### src/rtl/multicycle_sequencer_pkg.sv
// Shared definitions for the multicycle LEGv8 sequencer: controller state
// encoding, opcode match constants, ALU operation codes, sign-extender
// formats and the instruction-class vector produced by the opcode decoder.
package mc_pkg;

   typedef enum logic [2:0] {
      FETCH,
      DECODE,
      EXECUTE,
      MEMORY,
      WRITEBACK
   } state_t;

   // Full 11-bit opcodes
   localparam logic [10:0] OP_LDUR = 11'h7C2;
   localparam logic [10:0] OP_STUR = 11'h7C0;
   localparam logic [10:0] OP_ADD  = 11'h458;
   localparam logic [10:0] OP_SUB  = 11'h658;
   localparam logic [10:0] OP_AND  = 11'h450;
   localparam logic [10:0] OP_ORR  = 11'h550;
   // Short opcodes compared against the top bits only; the ADDI/SUBI values
   // correspond to 11-bit patterns 488/489 and 688/689.
   localparam logic [9:0]  OP_ADDI = 10'h244;   // opcode[10:1]
   localparam logic [9:0]  OP_SUBI = 10'h344;   // opcode[10:1]
   localparam logic [7:0]  OP_CBZ  = 8'hB4;     // opcode[10:3]
   localparam logic [5:0]  OP_B    = 6'h05;     // opcode[10:5]

   localparam logic [3:0] ALU_ADD   = 4'b0010;
   localparam logic [3:0] ALU_SUB   = 4'b0110;
   localparam logic [3:0] ALU_AND   = 4'b0000;
   localparam logic [3:0] ALU_ORR   = 4'b0001;
   localparam logic [3:0] ALU_PASSB = 4'b0111;

   localparam logic [2:0] SIGN_I  = 3'b000;
   localparam logic [2:0] SIGN_D  = 3'b001;
   localparam logic [2:0] SIGN_B  = 3'b010;
   localparam logic [2:0] SIGN_CB = 3'b011;

   // One-hot instruction class; all-zero means illegal
   typedef struct packed {
      logic ldur;
      logic stur;
      logic rtype;
      logic addi;
      logic subi;
      logic cbz;
      logic b;
   } cls_t;

endpackage

### src/rtl/multicycle_sequencer_if.sv
// Memory handshake between the sequencer (master) and the shared
// instruction/data memory (slave).
//   mem_req   : access request
//   mem_we    : access is a write
//   iord      : address source, 0 = PC, 1 = ALU result register
//   mem_ready : acknowledge, completes the current access
interface multicycle_sequencer_if;
   logic mem_req;
   logic mem_we;
   logic iord;
   logic mem_ready;

   modport master (output mem_req, output mem_we, output iord, input mem_ready);
   modport slave  (input mem_req, input mem_we, input iord, output mem_ready);
endinterface

### src/rtl/multicycle_sequencer_decode.sv
// Combinational opcode classifier.
//   i_opcode  : instruction[31:21]
//   o_cls     : one-hot instruction class
//   o_aluctrl : ALU operation for the class (ADD for loads/stores)
//   o_illegal : no class matched
module mc_opcode_decode
   import mc_pkg::*;
(
   input  logic [10:0] i_opcode,
   output cls_t        o_cls,
   output logic [3:0]  o_aluctrl,
   output logic        o_illegal
);

   always_comb begin
      o_cls     = '0;
      o_aluctrl = ALU_ADD;
      if (i_opcode == OP_LDUR) begin
         o_cls.ldur = 1'b1;
      end else if (i_opcode == OP_STUR) begin
         o_cls.stur = 1'b1;
      end else if (i_opcode == OP_ADD) begin
         o_cls.rtype = 1'b1;
      end else if (i_opcode == OP_SUB) begin
         o_cls.rtype = 1'b1;
         o_aluctrl   = ALU_SUB;
      end else if (i_opcode == OP_AND) begin
         o_cls.rtype = 1'b1;
         o_aluctrl   = ALU_AND;
      end else if (i_opcode == OP_ORR) begin
         o_cls.rtype = 1'b1;
         o_aluctrl   = ALU_ORR;
      end else if (i_opcode[10:1] == OP_ADDI) begin
         o_cls.addi = 1'b1;
      end else if (i_opcode[10:1] == OP_SUBI) begin
         o_cls.subi = 1'b1;
         o_aluctrl  = ALU_SUB;
      end else if (i_opcode[10:3] == OP_CBZ) begin
         o_cls.cbz = 1'b1;
         o_aluctrl = ALU_PASSB;
      end else if (i_opcode[10:5] == OP_B) begin
         o_cls.b = 1'b1;
      end
   end

   assign o_illegal = (o_cls == '0);

endmodule

### src/rtl/multicycle_sequencer.sv
// Multicycle LEGv8 controller: steps each instruction through FETCH, DECODE,
// EXECUTE, MEMORY and WRITEBACK, stalls on memory acknowledge and counts
// retired instructions.
//   CLK, resetl        : clock, synchronous active-high reset
//   opcode, zero       : IR opcode field, ALU zero flag
//   mem                : memory handshake (mem_req, mem_we, iord, mem_ready)
//   ir_write..mem2reg  : datapath control strobes
//   retire, illegal    : one-cycle completion / undecodable-opcode pulses
//   instr_count        : retired-instruction count (wraps)
module multicycle_sequencer
   import mc_pkg::*;
(
   input  logic                          CLK,
   input  logic                          resetl,
   input  logic [10:0]                   opcode,
   input  logic                          zero,
   multicycle_sequencer_if.master        mem,
   output logic                          ir_write,
   output logic                          pc_write,
   output logic                          pc_src,
   output logic                          reg2loc,
   output logic                          alusrc,
   output logic [3:0]                    aluctrl,
   output logic [2:0]                    signop,
   output logic                          reg_write,
   output logic                          mem2reg,
   output logic                          retire,
   output logic                          illegal,
   output logic [31:0]                   instr_count
);

   state_t      r_state;
   logic [31:0] r_count;
   cls_t        w_cls;
   logic [3:0]  w_aluctrl;
   logic        w_illegal;
   logic        w_mem_req;
   logic        w_mem_we;
   logic        w_iord;

   mc_opcode_decode u_decode (
      .i_opcode  (opcode),
      .o_cls     (w_cls),
      .o_aluctrl (w_aluctrl),
      .o_illegal (w_illegal)
   );

   always_ff @(posedge CLK) begin
      if (resetl) begin
         r_state <= FETCH;
         r_count <= '0;
      end else begin
         r_count <= r_count + {31'd0, retire};
         case (r_state)
            FETCH:     if (mem.mem_ready) r_state <= DECODE;
            DECODE:    r_state <= w_illegal ? FETCH : EXECUTE;
            EXECUTE: begin
               if (w_cls.ldur || w_cls.stur)   r_state <= MEMORY;
               else if (w_cls.cbz || w_cls.b)  r_state <= FETCH;
               else                            r_state <= WRITEBACK;
            end
            MEMORY:    if (mem.mem_ready) r_state <= w_cls.ldur ? WRITEBACK : FETCH;
            WRITEBACK: r_state <= FETCH;
            default:   r_state <= FETCH;
         endcase
      end
   end

   // Strobes decode the current state combinationally: the fetch-complete
   // and CBZ-taken strobes must land in the same cycle as mem_ready / zero.
   // Everything is held low while reset is asserted.
   always_comb begin
      w_mem_req = 1'b0;
      w_mem_we  = 1'b0;
      w_iord    = 1'b0;
      ir_write  = 1'b0;
      pc_write  = 1'b0;
      pc_src    = 1'b0;
      reg2loc   = 1'b0;
      alusrc    = 1'b0;
      aluctrl   = '0;
      signop    = '0;
      reg_write = 1'b0;
      mem2reg   = 1'b0;
      retire    = 1'b0;
      illegal   = 1'b0;
      if (!resetl) begin
         case (r_state)
            FETCH: begin
               w_mem_req = 1'b1;
               if (mem.mem_ready) begin
                  ir_write = 1'b1;
                  pc_write = 1'b1;
               end
            end
            DECODE: illegal = w_illegal;
            EXECUTE: begin
               if (w_cls.rtype) aluctrl = w_aluctrl;
               if (w_cls.addi || w_cls.subi) begin
                  aluctrl = w_aluctrl;
                  alusrc  = 1'b1;
                  signop  = SIGN_I;
               end
               if (w_cls.ldur || w_cls.stur) begin
                  aluctrl = w_aluctrl;
                  alusrc  = 1'b1;
                  signop  = SIGN_D;
                  reg2loc = w_cls.stur;
               end
               if (w_cls.cbz) begin
                  reg2loc  = 1'b1;
                  aluctrl  = w_aluctrl;
                  signop   = SIGN_CB;
                  pc_write = zero;
                  pc_src   = zero;
                  retire   = 1'b1;
               end
               if (w_cls.b) begin
                  signop   = SIGN_B;
                  pc_write = 1'b1;
                  pc_src   = 1'b1;
                  retire   = 1'b1;
               end
            end
            MEMORY: begin
               w_mem_req = 1'b1;
               w_iord    = 1'b1;
               w_mem_we  = w_cls.stur;
               retire    = w_cls.stur && mem.mem_ready;
            end
            WRITEBACK: begin
               reg_write = 1'b1;
               mem2reg   = w_cls.ldur;
               retire    = 1'b1;
            end
            default: ;
         endcase
      end
   end

   assign mem.mem_req = w_mem_req;
   assign mem.mem_we  = w_mem_we;
   assign mem.iord    = w_iord;
   assign instr_count = r_count;

endmodule

### src/flat_wrapper.sv
// flat-port wrapper written by rule: the top's interface ports become plain ports
module multicycle_sequencer_flat import mc_pkg::*;
  (CLK, resetl, opcode, zero, ir_write, pc_write, pc_src, reg2loc, alusrc, aluctrl, signop, reg_write, mem2reg, retire, illegal, instr_count, mem_mem_req, mem_mem_we, mem_iord, mem_mem_ready);
  multicycle_sequencer_if mem_i ();
  input  logic CLK;
  input  logic resetl;
  input  logic [10:0] opcode;
  input  logic zero;
  output logic ir_write;
  output logic pc_write;
  output logic pc_src;
  output logic reg2loc;
  output logic alusrc;
  output logic [3:0] aluctrl;
  output logic [2:0] signop;
  output logic reg_write;
  output logic mem2reg;
  output logic retire;
  output logic illegal;
  output logic [31:0] instr_count;
  output wire logic [$bits(mem_i.mem_req)-1:0] mem_mem_req;
  output wire logic [$bits(mem_i.mem_we)-1:0] mem_mem_we;
  output wire logic [$bits(mem_i.iord)-1:0] mem_iord;
  input wire logic [$bits(mem_i.mem_ready)-1:0] mem_mem_ready;
  assign mem_mem_req = mem_i.mem_req;
  assign mem_mem_we = mem_i.mem_we;
  assign mem_iord = mem_i.iord;
  assign mem_i.mem_ready = mem_mem_ready;
  multicycle_sequencer u_core (.CLK(CLK), .resetl(resetl), .opcode(opcode), .zero(zero), .mem(mem_i), .ir_write(ir_write), .pc_write(pc_write), .pc_src(pc_src), .reg2loc(reg2loc), .alusrc(alusrc), .aluctrl(aluctrl), .signop(signop), .reg_write(reg_write), .mem2reg(mem2reg), .retire(retire), .illegal(illegal), .instr_count(instr_count));
endmodule
### config.mk
export PLATFORM = sky130hd
export DESIGN_NAME = multicycle_sequencer_flat
export DESIGN_NICKNAME = d
export VERILOG_FILES = /design/src/rtl/multicycle_sequencer_pkg.sv /design/src/rtl/multicycle_sequencer_if.sv /design/src/rtl/multicycle_sequencer_decode.sv /design/src/rtl/multicycle_sequencer.sv /design/src/flat_wrapper.sv
export SDC_FILE = /design/constraint.sdc
export NUM_CORES = 1
export LEC_CHECK = 0
export CAP_MARGIN = 15
export CELL_PAD_IN_SITES_DETAIL_PLACEMENT = 1
export CELL_PAD_IN_SITES_GLOBAL_PLACEMENT = 1
export CORE_UTILIZATION = 30
export CTS_CLUSTER_SIZE = 24
export DETAILED_ROUTE_END_ITERATION = 8
export GPL_TIMING_DRIVEN = 0
export PLACE_DENSITY = 0.8
export SLEW_MARGIN = 15
export SYNTH_ARGS = -nofsm -noshare
export SYNTH_HDL_FRONTEND = slang
export SYNTH_SLANG_ARGS = --single-unit
### constraint.sdc
create_clock -name CLK -period 3.2 [get_ports CLK]
set_input_delay 0.64 -clock CLK [delete_from_list [all_inputs] [get_ports CLK]]
set_output_delay 0.64 -clock CLK [all_outputs]
set_load 0.01 [all_outputs]
==> results of run 1 <==
power by group through the flow:
| stage | Sequential [uW] | Combinational (uW) | Clock, uW |
|---|---|---|---|
| after floorplan | 447 | 31.9 | 0 |
| after global placement | 447 | 67.2 | 0 |
| after detailed placement | 447 | 68.0 | 0 |
| after CTS | 437 | 73.5 | 361 |
| after global routing | 437 | 80.6 | 383 |
| final | 437 | 75.1 | 356 |
cells by family (layout without fill, tap and decap cells):
group,after synthesis,count (layout)
simple gates,123,123
compound gates,49,49
flops,35,35
buf+inv,24,109
xor+xnor,11,11
mux,4,4
fa+ha+maj,2,2
other cells,1,2
cells in the mapped netlist, drive strengths merged (3+ instances only):
master  number
inv          9
nor4         4
xor2         7
or4         14
nor4bb       3
or4b         3
clkbuf       8
dfxtp       35
nor2b        5
nor3         6
and4         3
buf          7
xnor2        4
or3          7
nand4       11
nand2       13
o31ai       12
nor2        27
o21ai        5
and3         5
a21oi       23
nand3        9
placed cells by master, fill, tap and decap left out, types with 3 or more instances in the layout:
cell type and n:
buf_2 3, nor3_1 4, a21oi_1 21, buf_4 18
and4_1 3, nand2_1 13, nor2b_1 4, clkdlybuf4s15_2 3
clkbuf_1 5, clkbuf_8 9, dfxtp_1 35, xnor2_1 4
nand3_1 8, o31ai_1 11, or3_1 6, nor2_1 26
nand4_1 9, or4_1 11, clkdlybuf4s50_1 47, inv_1 9
o21ai_0 5, dlygate4sd2_1 8, xor2_1 7, and3_1 5
or4_4 3
through the flow:
| step | util (%) | worst slack [ps] | std cells |
|---|---|---|---|
| global placement | 44.3 | -790 | 389 |
| floorplan | - | -20.2 | 250 |
| global route | 49.2 | -8.17 | 412 |
| detailed placement | 44.3 | -834 | 389 |
| finish | 49.2 | 126 | 412 |
| CTS | 48.5 | 5.92 | 408 |
state kept, by name, summed over array words and instances (netlist names):
signal              flops
u_core.instr_count     32
u_core.r_state          3
metal layers:
metal	GRT usage [%]	vias up	wire, um
met4	4.39	0	78
met5	0	-	0
li1	-	1091	-
met1	24.3	1090	3040
met3	3.76	8	243
met2	33.5	43	3280
cell type report:
cell class                      instances  area (um^2)
Fill cell                             763         3260
Multi-Input combinational cell        191         1400
Timing Repair Buffer                   79          737
Sequential cell                        35          701
Clock buffer                            8          100
Tap cell                               77         96.3
Buffer                                 13         93.8
Inverter                                9         33.8
timing repair:
action                     in CTS  in global routing
setup endpoints to repair      33                 16
cloned                          1                  0
resized for setup              38                  8
setup buffers                  12                  4
pin swaps                      13                  8
worst max-delay path: stages:
cell and delay [ps]:
clkdlybuf4s15_1 200, nand4bb_4 260, nor4_4 300, and3b_2 230, a211o_1 180, ha_4 170, ha_4 130, and2_4 130
clkbuf_8 120, nand4_1 140, buf_4 180, or4_4 470, a21oi_2 120
path summary, 6_finish.rpt:
check	start	endpoint	slack [ps]
min	u_core.instr_count[31]	u_core.instr_count[31]	490
max	opcode[5]	u_core.instr_count[22]	130
min reg2reg	u_core.instr_count[31]	u_core.instr_count[31]	490
max reg2reg	u_core.r_state[0]	u_core.instr_count[22]	300
==> results.ini, run 1 <==
[outcome]
status=complete, but fails checks
violations=DRC

[logic_synthesis]
synthMuxAreaShare_pct=2.11
synth-seq-area-share_pct=34.8
synth_area_leaders=dfxtp_1 35%, a21oi_1 5.7%, nor2_1 5.0%
avgSynthCellArea_um2=8.09
synth_edf_count=0
synth_cell_type_count=48
syn_inst=249
synth_top_cell_area_share_pct=34.8
synth_top_family_by_area=simple AND/OR/NAND/NOR gates
async_flop_share_pct=0
synthXorXnorAreaFrac_pct=4.79
synthAdderAreaFrac_pct=1.24
ys_ff_latch=35
yosys_warnings=0
synthSimpleGateAreaFrac_pct=36.6
synthFlopType=dfxtp_1
netlist_area_um2=2010
synth_compound_area_share_pct=15.2
post-synth-top-area-cell=dfxtp_1

[clocking]
postCtsHoldBufs=0
clk_latency_ps=290
clk_pin_slew_ps=70
root_buffer=clkbuf_8
htreeDepth=2
cts.sinks=35
cts_tree=built
numCtsBuffers=5
clock_path_buffers=2

[final_layout]
syn2layout_area_growth_pct=56.9
antenna_cells=0
finish.instance_area_um2=3160
nNetsFinal=351
drive_above_1_share_pct=20.0

[floorplan]
die-height_um=83.9
ioPinCount=66
fp-row-count=29
start_util_pct=31.3
core_um2=6420
dieArea_um2=7040
die_w_um=83.9

[place]
io_buffers=62
gp_congestion=0.814
dpl_cell_area_um2=2850
dp_hpwl_um=4640

[sta]
worst_slew_pin_slew_ps=595
clock_skew_ps=6.08
whs_ps=493
fmax_ghz=0.325
maxSlewViolCount=0
min_period_over_period_pct=96.0
setup_viol=0
relSlewSlack_pct=60.3
timing.final.hold_violations=0
min_period_ps=3070
finalSetupTns_ps=0

[pwr]
p_seq_share_pct=50.4
clock_power_share_pct=41.0
power_switching_uw=199
ir_drop_uv=152
p_comb_share_pct=8.7
p_per_area_nw_per_um2=275
swShare_pct=22.9
p_leak_uw=0.00113
internal_power_uw=669
power_uw=868

[global_route]
grt_max_degree=11
grt_pass1_vias=2213
track_usage_pct=19.2
grt_pass1_wl_um=11000
grt-ovfl-total=0
antenna_found_initial=0

[min_path]
hp-class=reg2reg
holdPathStages=2

[worst_setup_path]
cp-start-kind=input port
cp_data_arrival_time_ps=3290
r2r_cells=12
crit_required_ps=3420
crit_path_end_kind=register
criticalPathCategory=in2reg
cp_max_fo=3

[flow_run]
max_cap_viol_count=0

[detailed_routing]
drc_errors=8
finalWirelength_um=6640
vias=2232
vias_per_cell=5.42
first_pass_iters=6
drt_iter0_markers=41
avgRoutedWirePerCell_um=16.1
drtAntennaViolNets=0

Power figures use the tool's default switching activity.
==> run 2, diff against run 1 <==
Settings changed: HOLD_SLACK_MARGIN set to 0.05, SETUP_SLACK_MARGIN set to 0.3.
==> results.ini, run 2 (synthesis results as in run 1) <==
[floorplan]
fp-row-count=29
ioPinCount=66
core_um2=6420
start_util_pct=31.3
die_w_um=83.9
dieArea_um2=7040
die-height_um=83.9

[clocking]
clock_path_buffers=2
cts_tree=built
numCtsBuffers=5
root_buffer=clkbuf_8
clk_latency_ps=290
cts.sinks=35
clk_pin_slew_ps=70
htreeDepth=2

[final_layout]
finish.instance_area_um2=3310
final_cell_mix=40 x clkdlybuf4s50_1, 35 x dfxtp_1, 29 x buf_4
antenna_cells=0
final_common_cell=clkdlybuf4s50_1
drive_above_1_share_pct=28.5
syn2layout_area_growth_pct=64.3
utilization_pct=51.5
largest_register_ffs=32
nNetsFinal=364

[worst_setup_path]
cp-start-kind=input port
startpoint=resetl
r2r_cells=13
cp_max_fo=5
crit_required_ps=3420
r2r-end=u_core.instr_count[30]
reg2reg_from=u_core.r_state[0]
rrSetupSlack_ps=260
critPathCapture=u_core.instr_count[30]
crit_path_end_kind=register
criticalPathCategory=in2reg
cp_data_arrival_time_ps=3260

[pwr]
swShare_pct=24.4
power_switching_uw=209
p_comb_share_pct=9.9
clock_power_share_pct=39.0
internal_power_uw=647
ir_drop_uv=134
p_seq_share_pct=51.1
power_uw=856
p_per_area_nw_per_um2=259
p_leak_uw=0.00129

[sta]
min_period_over_period_pct=94.8
maxSlewViolCount=0
clock_skew_ps=5.87
worst_slew_pin_slew_ps=662
setup_viol=0
relSlewSlack_pct=55.9
rsz0062_at_grt=true
fmax_ghz=0.330
timing.final.hold_violations=0
min_period_ps=3030
whs_ps=497

[detailed_routing]
avgRoutedWirePerCell_um=17.9
drc_errors=8
finalWirelength_um=7610
drt_iter0_markers=68
drtAntennaViolNets=0
vias_per_cell=5.60
first_pass_iters=6
vias=2373

[global_route]
grt_pass1_vias=2292
busiest_layer=met2
grt_max_degree=11
grt_pass1_wl_um=11500
met1_usage_pct=25.1
antenna_found_initial=0
grt_use_met2_pct=36.7
track_usage_pct=20.3
grt_use_met3_pct=3.17
grt-ovfl-total=0

[place]
dpl_cell_area_um2=2850
gp_congestion=0.804
dp_hpwl_um=4720
io_buffers=62

[min_path]
hp-start=u_core.instr_count[31]
hp-class=reg2reg

[flow_run]
max_cap_viol_count=0

[outcome]
violations=DRC
status=complete, but fails checks

## run 2: critical path: stages
cell,delay [ps]
buf_6,100
clkbuf_8,120
or2_4,220
clkbuf_8,140
nor2_4,110
and3b_2,210
a211o_1,190
ha_4,180
ha_4,120
and2_4,140
buf_8,90
nand4_1,190
buf_6,200
or4_4,480
a21oi_2,120
## run 2: final cells by class
type                    count  area (um^2)
repair buffers             90          815
fillers                   750         3120
inverters                   9         33.8
multi-input cells         191         1460
clock inverters             1         5.00
clock buffers               6         82.6
plain buffers              15          114
well taps                  77         96.3
flip-flops and latches     35          701
## run 2: worst min path at each step
stage                                   endpoint  slack, ps  depth (start not counted)
after global placement    u_core.instr_count[31]        480                          2
after global routing      u_core.instr_count[23]        550                          2
after CTS                 u_core.instr_count[31]        500                          2
final                     u_core.instr_count[31]        500                          2
after floorplan                u_core.r_state[2]        490                          2
after detailed placement  u_core.instr_count[31]        480                          2
## run 2: layer usage
metal  vias to the layer above  routed length (um)  share of wire [%]
li1                       1118                   -                  -
met1                      1187                3240                 43
met2                        60                4010                 53
met3                         8                 271                3.6
met4                         0                  88                1.2
met5                         -                   0                  0
## run 2: power by group through the flow
stage / clock, uW / sequential [uW] / combinational [uW]
global placement: 0 / 447 / 67.3
finish: 334 / 437 / 84.6
detailed placement: 0 / 447 / 68.5
CTS: 340 / 437 / 79.9
global route: 364 / 437 / 88.6
floorplan: 0 / 447 / 31.9
## run 2: per-stage QoR
step           setup slack [ps]  instances  TNS, ps
5_1_grt                     107        424        0
6_report                    166        424        0
2_1_floorplan             -18.2        250    -18.2
3_5_place_dp               -803        389   -18240
3_3_place_gp               -800        389   -17200
4_1_cts                     196        416        0
## run 2: repair_timing
item | 4_1_cts | 5_1_grt
setup buffers | 19 | 7
setup endpoints to repair | 46 | 29
pin swaps | 15 | 13
hold buffers | 0 | 0
resized for setup | 74 | 36
cloned | 1 | 1
